--- src/rtl/uart_pkg.sv ---
// Shared types, constants and helpers for the UART receive/transmit family.
package uart_pkg;

  // Receiver state encoding
  typedef enum logic [2:0] {
    ST_IDLE      = 3'd0,
    ST_START     = 3'd1,
    ST_DATA      = 3'd2,
    ST_PARITY    = 3'd3,
    ST_STOP      = 3'd4,
    ST_WAIT_IDLE = 3'd5
  } rx_state_t;

  // Parity mode selectors
  localparam int unsigned PAR_NONE = 0;
  localparam int unsigned PAR_ODD  = 1;
  localparam int unsigned PAR_EVEN = 2;

  // Counter width helper that never returns zero, so tiny ranges still get a 1-bit counter
  function automatic int unsigned clog2_safe(input int unsigned value);
    return (value <= 2) ? 1 : $clog2(value);
  endfunction

endpackage

--- src/rtl/uart_sync2.sv ---
// Two-flop synchroniser for an asynchronous single-bit input.
module uart_sync2 #(
  parameter logic RESET_VAL = 1'b1
) (
  input  logic clk,
  input  logic rst,
  input  logic i_d,
  output logic o_q
);

  logic r_meta;
  logic r_q;

  // Metastability filter: first flop may go metastable, second presents a clean level
  always_ff @(posedge clk or posedge rst) begin
    if (rst) begin
      r_meta <= RESET_VAL;
      r_q    <= RESET_VAL;
    end else begin
      r_meta <= i_d;
      r_q    <= r_meta;
    end
  end

  assign o_q = r_q;

endmodule

--- src/rtl/uart_rx_core.sv ---
// Parametrised UART receiver: majority-voted sampling, optional parity,
// 1 or 2 stop bits, valid/ready output with framing/parity/overrun reporting.
module uart_rx_core
  import uart_pkg::*;
#(
  parameter int unsigned CLKS_PER_BIT = 87,
  parameter int unsigned DATA_BITS    = 8,
  parameter int unsigned PARITY       = PAR_NONE,
  parameter int unsigned STOP_BITS    = 1
) (
  input  logic                 clk,
  input  logic                 rst,
  input  logic                 serial_in,
  output logic [DATA_BITS-1:0] rx_data,
  output logic                 rx_valid,
  input  logic                 rx_ready,
  output logic                 parity_err,
  output logic                 frame_err,
  output logic                 overrun_err,
  output logic                 busy
);

  localparam int unsigned CNT_W = clog2_safe(CLKS_PER_BIT);
  localparam int unsigned BIT_W = clog2_safe(DATA_BITS);

  localparam logic [CNT_W-1:0] CNT_LAST  = CNT_W'(CLKS_PER_BIT - 1);
  localparam logic [CNT_W-1:0] CNT_HALF  = CNT_W'((CLKS_PER_BIT - 1) / 2);
  localparam logic [BIT_W-1:0] DATA_LAST = BIT_W'(DATA_BITS - 1);
  localparam logic [BIT_W-1:0] STOP_LAST = BIT_W'(STOP_BITS - 1);

  logic                 w_rx_s;
  logic [2:0]           r_hist;
  logic                 w_vote;
  logic                 w_cnt_done;

  rx_state_t            r_state;
  rx_state_t            w_state_nxt;
  logic [CNT_W-1:0]     r_cnt;
  logic [CNT_W-1:0]     w_cnt_nxt;
  logic [BIT_W-1:0]     r_bit_idx;
  logic [BIT_W-1:0]     w_bit_idx_nxt;
  logic [DATA_BITS-1:0] r_shift;
  logic [DATA_BITS-1:0] w_shift_nxt;
  logic                 r_par_err;
  logic                 w_par_err_nxt;
  logic                 r_frm_err;
  logic                 w_frm_err_nxt;
  logic                 r_busy;

  logic                 w_deliver;
  logic                 w_dlv_frm;

  logic [DATA_BITS-1:0] r_rx_data;
  logic                 r_rx_valid;
  logic                 r_parity_err;
  logic                 r_frame_err;
  logic                 r_overrun_err;

  uart_sync2 #(
    .RESET_VAL (1'b1)
  ) u_sync (
    .clk (clk),
    .rst (rst),
    .i_d (serial_in),
    .o_q (w_rx_s)
  );

  // Last three synchronised samples; a bit value is their majority
  always_ff @(posedge clk or posedge rst) begin
    if (rst) begin
      r_hist <= 3'b111;
    end else begin
      r_hist <= {r_hist[1:0], w_rx_s};
    end
  end

  assign w_vote     = (r_hist[0] & r_hist[1]) | (r_hist[0] & r_hist[2]) | (r_hist[1] & r_hist[2]);
  assign w_cnt_done = (r_cnt == CNT_LAST);

  // Frame state and datapath registers
  always_ff @(posedge clk or posedge rst) begin
    if (rst) begin
      r_state   <= ST_IDLE;
      r_cnt     <= '0;
      r_bit_idx <= '0;
      r_shift   <= '0;
      r_par_err <= 1'b0;
      r_frm_err <= 1'b0;
      r_busy    <= 1'b0;
    end else begin
      r_state   <= w_state_nxt;
      r_cnt     <= w_cnt_nxt;
      r_bit_idx <= w_bit_idx_nxt;
      r_shift   <= w_shift_nxt;
      r_par_err <= w_par_err_nxt;
      r_frm_err <= w_frm_err_nxt;
      r_busy    <= (w_state_nxt != ST_IDLE);
    end
  end

  // Next-state, bit timing and sampling; every state clears cnt at its terminal count
  always_comb begin
    w_state_nxt   = r_state;
    w_cnt_nxt     = r_cnt;
    w_bit_idx_nxt = r_bit_idx;
    w_shift_nxt   = r_shift;
    w_par_err_nxt = r_par_err;
    w_frm_err_nxt = r_frm_err;
    w_deliver     = 1'b0;
    w_dlv_frm     = r_frm_err;

    unique case (r_state)
      ST_IDLE: begin
        if (!w_rx_s) begin
          w_state_nxt   = ST_START;
          w_cnt_nxt     = '0;
          w_bit_idx_nxt = '0;
          w_par_err_nxt = 1'b0;
          w_frm_err_nxt = 1'b0;
        end
      end

      ST_START: begin
        if (r_cnt == CNT_HALF) begin
          w_cnt_nxt   = '0;
          // A start bit that is no longer low at mid-bit was a glitch
          w_state_nxt = w_vote ? ST_IDLE : ST_DATA;
        end else begin
          w_cnt_nxt = r_cnt + CNT_W'(1);
        end
      end

      ST_DATA: begin
        if (w_cnt_done) begin
          w_cnt_nxt   = '0;
          // Shift in from the top so the first bit ends up at bit 0
          w_shift_nxt = {w_vote, r_shift[DATA_BITS-1:1]};
          if (r_bit_idx == DATA_LAST) begin
            w_bit_idx_nxt = '0;
            w_state_nxt   = (PARITY != PAR_NONE) ? ST_PARITY : ST_STOP;
          end else begin
            w_bit_idx_nxt = r_bit_idx + BIT_W'(1);
          end
        end else begin
          w_cnt_nxt = r_cnt + CNT_W'(1);
        end
      end

      ST_PARITY: begin
        if (w_cnt_done) begin
          w_cnt_nxt     = '0;
          w_par_err_nxt = (PARITY == PAR_ODD) ? ~(^{r_shift, w_vote}) : (^{r_shift, w_vote});
          w_state_nxt   = ST_STOP;
        end else begin
          w_cnt_nxt = r_cnt + CNT_W'(1);
        end
      end

      ST_STOP: begin
        if (w_cnt_done) begin
          w_cnt_nxt = '0;
          if (!w_vote) begin
            w_frm_err_nxt = 1'b1;
          end
          if (r_bit_idx == STOP_LAST) begin
            w_deliver     = 1'b1;
            w_dlv_frm     = r_frm_err | ~w_vote;
            w_bit_idx_nxt = '0;
            // A low final stop bit means a break; wait for the line to recover
            w_state_nxt   = w_vote ? ST_IDLE : ST_WAIT_IDLE;
          end else begin
            w_bit_idx_nxt = r_bit_idx + BIT_W'(1);
          end
        end else begin
          w_cnt_nxt = r_cnt + CNT_W'(1);
        end
      end

      ST_WAIT_IDLE: begin
        if (w_rx_s) begin
          w_state_nxt = ST_IDLE;
        end
      end

      default: begin
        w_state_nxt = ST_IDLE;
        w_cnt_nxt   = '0;
      end
    endcase
  end

  // Output word register: load on free slot or same-cycle accept, otherwise flag overrun
  always_ff @(posedge clk or posedge rst) begin
    if (rst) begin
      r_rx_data     <= '0;
      r_rx_valid    <= 1'b0;
      r_parity_err  <= 1'b0;
      r_frame_err   <= 1'b0;
      r_overrun_err <= 1'b0;
    end else begin
      r_overrun_err <= 1'b0;
      if (w_deliver) begin
        if (!r_rx_valid || rx_ready) begin
          r_rx_data    <= r_shift;
          r_parity_err <= r_par_err;
          r_frame_err  <= w_dlv_frm;
          r_rx_valid   <= 1'b1;
        end else begin
          r_overrun_err <= 1'b1;
        end
      end else if (r_rx_valid && rx_ready) begin
        r_rx_valid   <= 1'b0;
        r_parity_err <= 1'b0;
        r_frame_err  <= 1'b0;
      end
    end
  end

  assign rx_data     = r_rx_data;
  assign rx_valid    = r_rx_valid;
  assign parity_err  = r_parity_err;
  assign frame_err   = r_frame_err;
  assign overrun_err = r_overrun_err;
  assign busy        = r_busy;

endmodule

--- config.mk ---
export PLATFORM = sky130hd
export DESIGN_NAME = uart_rx_core
export DESIGN_NICKNAME = d
export VERILOG_FILES = /design/src/rtl/uart_pkg.sv /design/src/rtl/uart_sync2.sv /design/src/rtl/uart_rx_core.sv
export SDC_FILE = /design/constraint.sdc
export NUM_CORES = 1
export LEC_CHECK = 0
export ABC_AREA = 0
export CAP_MARGIN = 20
export CORE_MARGIN = 5
export CORE_UTILIZATION = 57
export DETAILED_ROUTE_END_ITERATION = 12
export GPL_ROUTABILITY_DRIVEN = 1
export PLACE_DENSITY_LB_ADDON = 0.25
export SLEW_MARGIN = 20
export SYNTH_ARGS = -nofsm -noshare
export SYNTH_HDL_FRONTEND = slang
export SYNTH_SLANG_ARGS = --single-unit
--- constraint.sdc ---
create_clock -name clk -period 2.4 [get_ports clk]
set_input_delay 0.48 -clock clk [delete_from_list [all_inputs] [get_ports clk]]
set_output_delay 0.48 -clock clk [all_outputs]
set_load 0.005 [all_outputs]
==> results of run 1 <==
[area by class of cell]
class / count / area share, %
clock buffer: 6 / 3.10
timing repair buffer: 18 / 7.48
clock inverter: 2 / 0.428
sequential: 41 / 44.1
inverter: 10 / 1.60
multi-input combinational: 117 / 40.7
tap: 48 / 2.57
[worst register-to-register path, stage by stage, from the launching register on]
cell,delay (ns)
dfrtp_1,0.43
inv_1,0.08
ha_1,0.13
and4b_1,0.42
nand2_2,0.13
nor3_4,0.39
mux2_2,0.39
[state kept, by name (all words and copies together) (netlist names), 3 cells and up]
| name | cells |
|---|---|
| r_bit_idx | 3 |
| r_hist | 3 |
| r_state | 3 |
| r_cnt | 7 |
| rx_data | 8 |
| r_shift | 8 |
[cells in the mapped netlist (all sizes together), types with 2 or more instances]
library cell and count:
a221oi 2, a211oi 5, mux2 18, nand4 6
nand2b 3, or4 4, nor3 2, nor2 7
inv 10, xnor2 6, nand3 3, a21oi 4
dfstp 5, nor2b 5, o31ai 7, nand2 11
a41oi 2, buf 6, ha 5, o21ai 6
dfrtp 36
[kinds of logic (layout without fill, tap and decap cells)]
logic type | count (synthesis) | after routing
buffers and inverters | 17 | 36
and+or+nand+nor | 49 | 49
AOI/OAI and AO/OA | 36 | 36
adders and majority gates | 6 | 6
DFF | 41 | 41
muxes | 19 | 19
xor gates and xnor gates | 7 | 7
[power by group]
part | switching [mW] | internal, mW | total (mW) | leakage (nW)
clock | 0.219 | 0.201 | 0.420 | 0.0450
sequential | 0.0437 | 0.720 | 0.763 | 0.542
combinational | 0.0797 | 0.0581 | 0.138 | 0.438
total | 0.342 | 0.979 | 1.32 | 1.02
[layer usage]
layer / part of all wire [%] / vias up / track usage (%)
met4: 3.4 / 0 / 10.2
li1: - / 686 / -
met1: 43 / 718 / 22.9
met3: 5.0 / 13 / 4.46
met2: 48 / 47 / 26.1
met5: 0 / - / 0
[stage by stage]
| stage | util (%) | hold slack [ns] | power [mW] | instances |
|---|---|---|---|---|
| detailed placement | 62.6 | 0.349 | 0.914 | 234 |
| floorplan | - | 0.345 | 0.880 | 175 |
| finish | 64.9 | 0.356 | 1.32 | 242 |
| global placement | 62.6 | 0.346 | 0.903 | 234 |
| CTS | 64.9 | 0.357 | 1.34 | 242 |
| global route | 64.9 | 0.371 | 1.40 | 242 |
[path summary, 6_finish.rpt]
| path | from | to | slack, ns |
|---|---|---|---|
| min reg2reg | u_sync.r_meta$_DFF_PP1_ | u_sync.o_q$_DFF_PP1_ | 0.36 |
| max reg2reg | r_cnt[0]$_DFFE_PP0P_ | r_shift[4]$_DFFE_PP0P_ | 0.32 |
| max | r_cnt[0]$_DFFE_PP0P_ | r_shift[4]$_DFFE_PP0P_ | 0.32 |
| min in group asynchronous | rst | r_shift[6]$_DFFE_PP0P_ | 0.61 |
| min | u_sync.r_meta$_DFF_PP1_ | u_sync.o_q$_DFF_PP1_ | 0.36 |
| max in group asynchronous | rst | u_sync.r_meta$_DFF_PP1_ | 1.44 |
==> impl_results.md, run 1 <==
* Status: complete, no violations
* Worst path bufs/invs at 1
* Most common cell after layout, fill and taps aside: dfrtp_1
* Post-CTS Setup Repair Bufs at 0
* Synth Warn # at 0
* WL per Instance at 15.6 µm
* Total die area at 4950 µm²
* Crit path max-delay family: simple AND/OR/NAND/NOR gates
* Clock root buffer master: clkbuf_8
* Synth top area cells: dfrtp_1 43%, mux2_2 9.8%, dfstp_2 6.3%
* Share of layout cells above drive strength 1 at 21.1%
* Post-synth EDFFs at 0
* Sequential fraction of the synthesis area at 49.8%
* Largest net degree at the start of global routing at 42
* Pwr dens at 564 nW/µm²
* Sequential Area at 1030 µm²
* Slowest CP cell: dfrtp_1
* Fmax at 482 MHz
* Final WS setup at 0.323 ns
* Crit path DAT at 2.25 ns
* Vias in the first global route at 1,469
* Routed Antenna Nets at 0
* Endpoint type of the worst setup path: flip-flop
* Drt pass-1 iters at 4
* CP startpoint kind: flip-flop
* CTS buffer count at 5
* Clock transition at path regs at 0.07 ns
* Setup-failing EPs final at 0
* Post-synthesis mux area share at 10.3%
* Relative slew margins at 55.2%
* Clk_skew at 0.00453 ns
* IO buf count at 16
* Antenna cells at 0
* Cells after Synth at 175
* Total congestion overflow at 0
* RSZ-0062 raised after global routing: no
* Total negative setup slack at 0 ns
* Synth Area in XOR/XNOR at 3.62%
* Final Hold Fails at 0
* Tcrit/Tclk final at 86.5%
* Top-area cell type share of the netlist area at 43.4%
* HP Class: flip-flop to flip-flop
* Vias at 1,464
* Fill count at 277
* Cell chain of the critical path: inv_1 > ha_1 > and4b_1 > nand2_2 > nor3_4 > mux2_2
* Clk buf depth at 2
* Clock sinks at 41
* Syn_area_per_cell at 11.9 µm²
* Die H at 70.3 µm
* Crit path required time at 2.57 ns
* Routed wire length at 3780 µm
* Final #Nets at 202
* # Max-Cap Violations at 0
* Tot GR Track Use at 17.5%
* Post-synthesis async set-or-reset flop share at 100%
* Placer Congestion at 0.820
* Leak Pwr at 1.03 nW
* Core Footprint at 3610 µm²
* Clk Latency, worst-skew pair at 0.29 ns
* Combinational family with the most area after synthesis: simple AND/OR/NAND/NOR gates
* Hold path depth at 0
* Violation count after the first detailed-routing iteration at 129
* Synth cell types at 50
* Slew of the pin with the lowest slew margin at 0.672 ns
* H-Tree Level Count at 2
* Row cnt at 22
* Max Slew Vio Count at 0
* Synth Area in Adders at 3.50%
* First-pass GRT wire length at 6870 µm
* Hold Buf Count CTS at 0
* Post-route cell area at 2340 µm²
* Post-synth top area cell: dfrtp_1
* Crit path depth at 6
* Syn Std Cell Area at 2070 µm²
* DP Worst Slack at 0.339 ns
* Synth Area in Compound Gates at 13.9%
* CTS tree: done
* Simple-Gate Fraction of Synth Area at 14.7%
* Ports at 17
* Area of the multi-input gates at 953 µm²
* Fin crit period at 2.08 ns
* Max VDD drop at 517 µV
* Primary FF master, synth: dfrtp_1
* Starting density of the core at 57.5%
* Number of remaining DRC errors at 0
* Initial antenna violation count at 0
* CP max stage delay at 0.43 ns
* Post-CTS Resized at 0
* Max Fanout on Critical Path at 10
* Most frequent cells in the layout: 36 x dfrtp_1, 18 x mux2_2, 16 x clkdlybuf4s50_1
* Vias per std cell at 6.05
* Die width at 70.3 µm
* R2R cell count at 6
* Synthesized Nets at 184
* DPL Wire Length at 2690 µm
* Worst Setup Path Type: flip-flop to flip-flop
* Post-DP Area at 2260 µm²
* Register bit count reported by yosys at 41
* Area growth from synthesis to layout at 12.8%
Power figures use the tool's default switching activity.
==> inputs of run 2 (changes only) <==
--- a/config.mk
+++ b/config.mk
@@ -8,3 +8,3 @@
 export ABC_AREA = 0
-export CAP_MARGIN = 20
+export CORE_ASPECT_RATIO = 1.75
 export CORE_MARGIN = 5
==> constraint.sdc (replaced) <==
create_clock -name clk -period 2.4 [get_ports clk]
set_input_delay 0.24 -clock clk [delete_from_list [all_inputs] [get_ports clk]]
set_output_delay 0.24 -clock clk [all_outputs]
set_load 0.005 [all_outputs]
==> run 2 against run 1 <==
Against the previous run: cell count stayed put; register-to-register slack worse by 0.06 ns; clock skew is 0.0011 ns higher; final area is 2.9% higher; power is 19% higher; critical path type unchanged; largest cell class unchanged; largest power group unchanged.
==> impl_results.md, run 2 (same netlist as run 1, synthesis figures left out) <==
* Clock transition at path regs at 0.08 ns
* Most frequent cells in the layout: 36 x dfrtp_1, 18 x mux2_2, 16 x clkdlybuf4s50_1
* Clk buf depth at 2
* Total die area at 4990 µm²
* Max Used Layer: met4
* Total power draw at 1.57 mW
* Clock sinks at 41
* CTS tree: done
* Max Fanout on Critical Path at 10
* Number of remaining DRC errors at 0
* Clk_skew at 0.00562 ns
* Violation count after the first detailed-routing iteration at 43
* WL per Instance at 17.6 µm
* Post-CTS Resized at 0
* Combinational share of power at 10.2%
* Routed Antenna Nets at 0
* Crit path DAT at 2.33 ns
* Total congestion overflow at 0
* H-Tree Level Count at 2
* Initial antenna violation count at 0
* Final #Nets at 204
* Leak Pwr at 1.06 nW
* Fill count at 262
* Vias per std cell at 6.07
* Clock root buffer master: clkbuf_8
* Area of the multi-input gates at 953 µm²
* Sequential Area at 1030 µm²
* Pwr dens at 653 nW/µm²
* Total negative setup slack at 0 ns
* Crit path required time at 2.59 ns
* CP max stage delay at 0.44 ns
* Sw Share at 23.6%
* First-pass GRT wire length at 7210 µm
* Tot GR Track Use at 18.2%
* Drt pass-1 iters at 4
* Die width at 55.6 µm
* Flop pwr share at 47.6%
* Hold Buf Count CTS at 0
* Wire length on met3 at 122 µm
* Core Footprint at 3590 µm²
* Antenna cells at 0
* Most common cell after layout, fill and taps aside: dfrtp_1
* CTS buffer count at 5
* Max VDD drop at 568 µV
* Slew of the pin with the lowest slew margin at 0.525 ns
* DPL Wire Length at 3100 µm
* Met1 wire length at 1530 µm
* Vias at 1,468
* Tcrit/Tclk final at 89.2%
* Ports at 17
* Clk Latency, worst-skew pair at 0.30 ns
* RSZ-0062 raised after global routing: no
* Share of layout cells above drive strength 1 at 22.4%
* Slowest CP cell: dfrtp_1
* Fmax at 467 MHz
* Cell chain of the critical path: inv_1 > ha_1 > and4b_1 > nand2_2 > nor3_4 > mux2_2
* Fin crit period at 2.14 ns
* Post-CTS Setup Repair Bufs at 0
* Area growth from synthesis to layout at 16.1%
* Vias in the first global route at 1,555
* Starting density of the core at 57.7%
* DR WL met2 at 2440 µm
* Power Internal at 1.20 mW
* Row cnt at 29
* HP Class: input pin to asynchronous set/reset pin
* IO buf count at 16
* # Max-Cap Violations at 0
* Sw power at 0.372 mW
* Clk pwr share at 42.2%
* Final WS setup at 0.259 ns
* Worst Setup Path Type: flip-flop to flip-flop
* Routed wire length at 4260 µm
* Placer Congestion at 0.873
* Relative slew margins at 65.0%
* Max Slew Vio Count at 0
* Die H at 89.8 µm
* Largest net degree at the start of global routing at 42
* CP startpoint kind: flip-flop
* Status: complete, no violations
* Endpoint type of the worst setup path: flip-flop
* Final Hold Fails at 0
* DP Worst Slack at 0.291 ns
* Setup-failing EPs final at 0
## run 2: power by group through the flow
stage                     sequential, mW  clock [mW]  combinational [mW]
after floorplan                    0.753           0               0.127
after global placement             0.759           0               0.153
after detailed placement           0.761           0               0.161
after CTS                          0.748       0.675               0.162
after global routing               0.753       0.707               0.180
final                              0.748       0.665               0.160
## run 2: layout make-up
cell class / instances / share of cell area (%)
Timing Repair Buffer: 20 / 7.90
Clock inverter: 3 / 2.86
Sequential cell: 41 / 42.9
Tap cell: 46 / 2.39
Clock buffer: 5 / 2.86
Multi-Input combinational cell: 117 / 39.6
Inverter: 10 / 1.56
## run 2: critical path, delay by kind of cell, from the launching register on
kind                       cells  cell delay (ns)
adders and majority gates      1             0.13
buffers and inverters          1             0.08
DFF                            1             0.44
muxes                          1             0.39
and+or+nand+nor                3             0.98
## run 2: stage by stage
step | instance area, µm² | std cells | hold slack, ns | utilization, %
2_1_floorplan | 2070 | 175 | 0.244 | -
3_3_place_gp | 2270 | 234 | 0.346 | 63.2
3_5_place_dp | 2270 | 234 | 0.348 | 63.2
4_1_cts | 2410 | 242 | 0.352 | 67.0
5_1_grt | 2410 | 242 | 0.347 | 67.0
6_report | 2410 | 242 | 0.356 | 67.0
## run 2: layer usage
| metal | up-vias | GRT usage (%) |
|---|---|---|
| li1 | 692 | - |
| met1 | 730 | 18.4 |
| met2 | 32 | 33.7 |
| met3 | 14 | 4.15 |
| met4 | 0 | 9.33 |
| met5 | - | 0 |
## run 2: worst paths after layout
check	endpoint	depth (start not counted)	start	slack, ns
hold reg to reg	u_sync.o_q$_DFF_PP1_	0	u_sync.r_meta$_DFF_PP1_	0.36
setup / recovery	r_shift[6]$_DFFE_PP0P_	6	r_cnt[0]$_DFFE_PP0P_	0.26
min in group clk	u_sync.r_meta$_DFF_PP1_	1	serial_in	0.36
hold / removal	r_frm_err$_DFFE_PP0P_	3	rst	0.36
max in group asynchronous	r_hist[0]$_DFF_PP1_	3	rst	1.68
setup reg to reg	r_shift[6]$_DFFE_PP0P_	6	r_cnt[0]$_DFFE_PP0P_	0.26
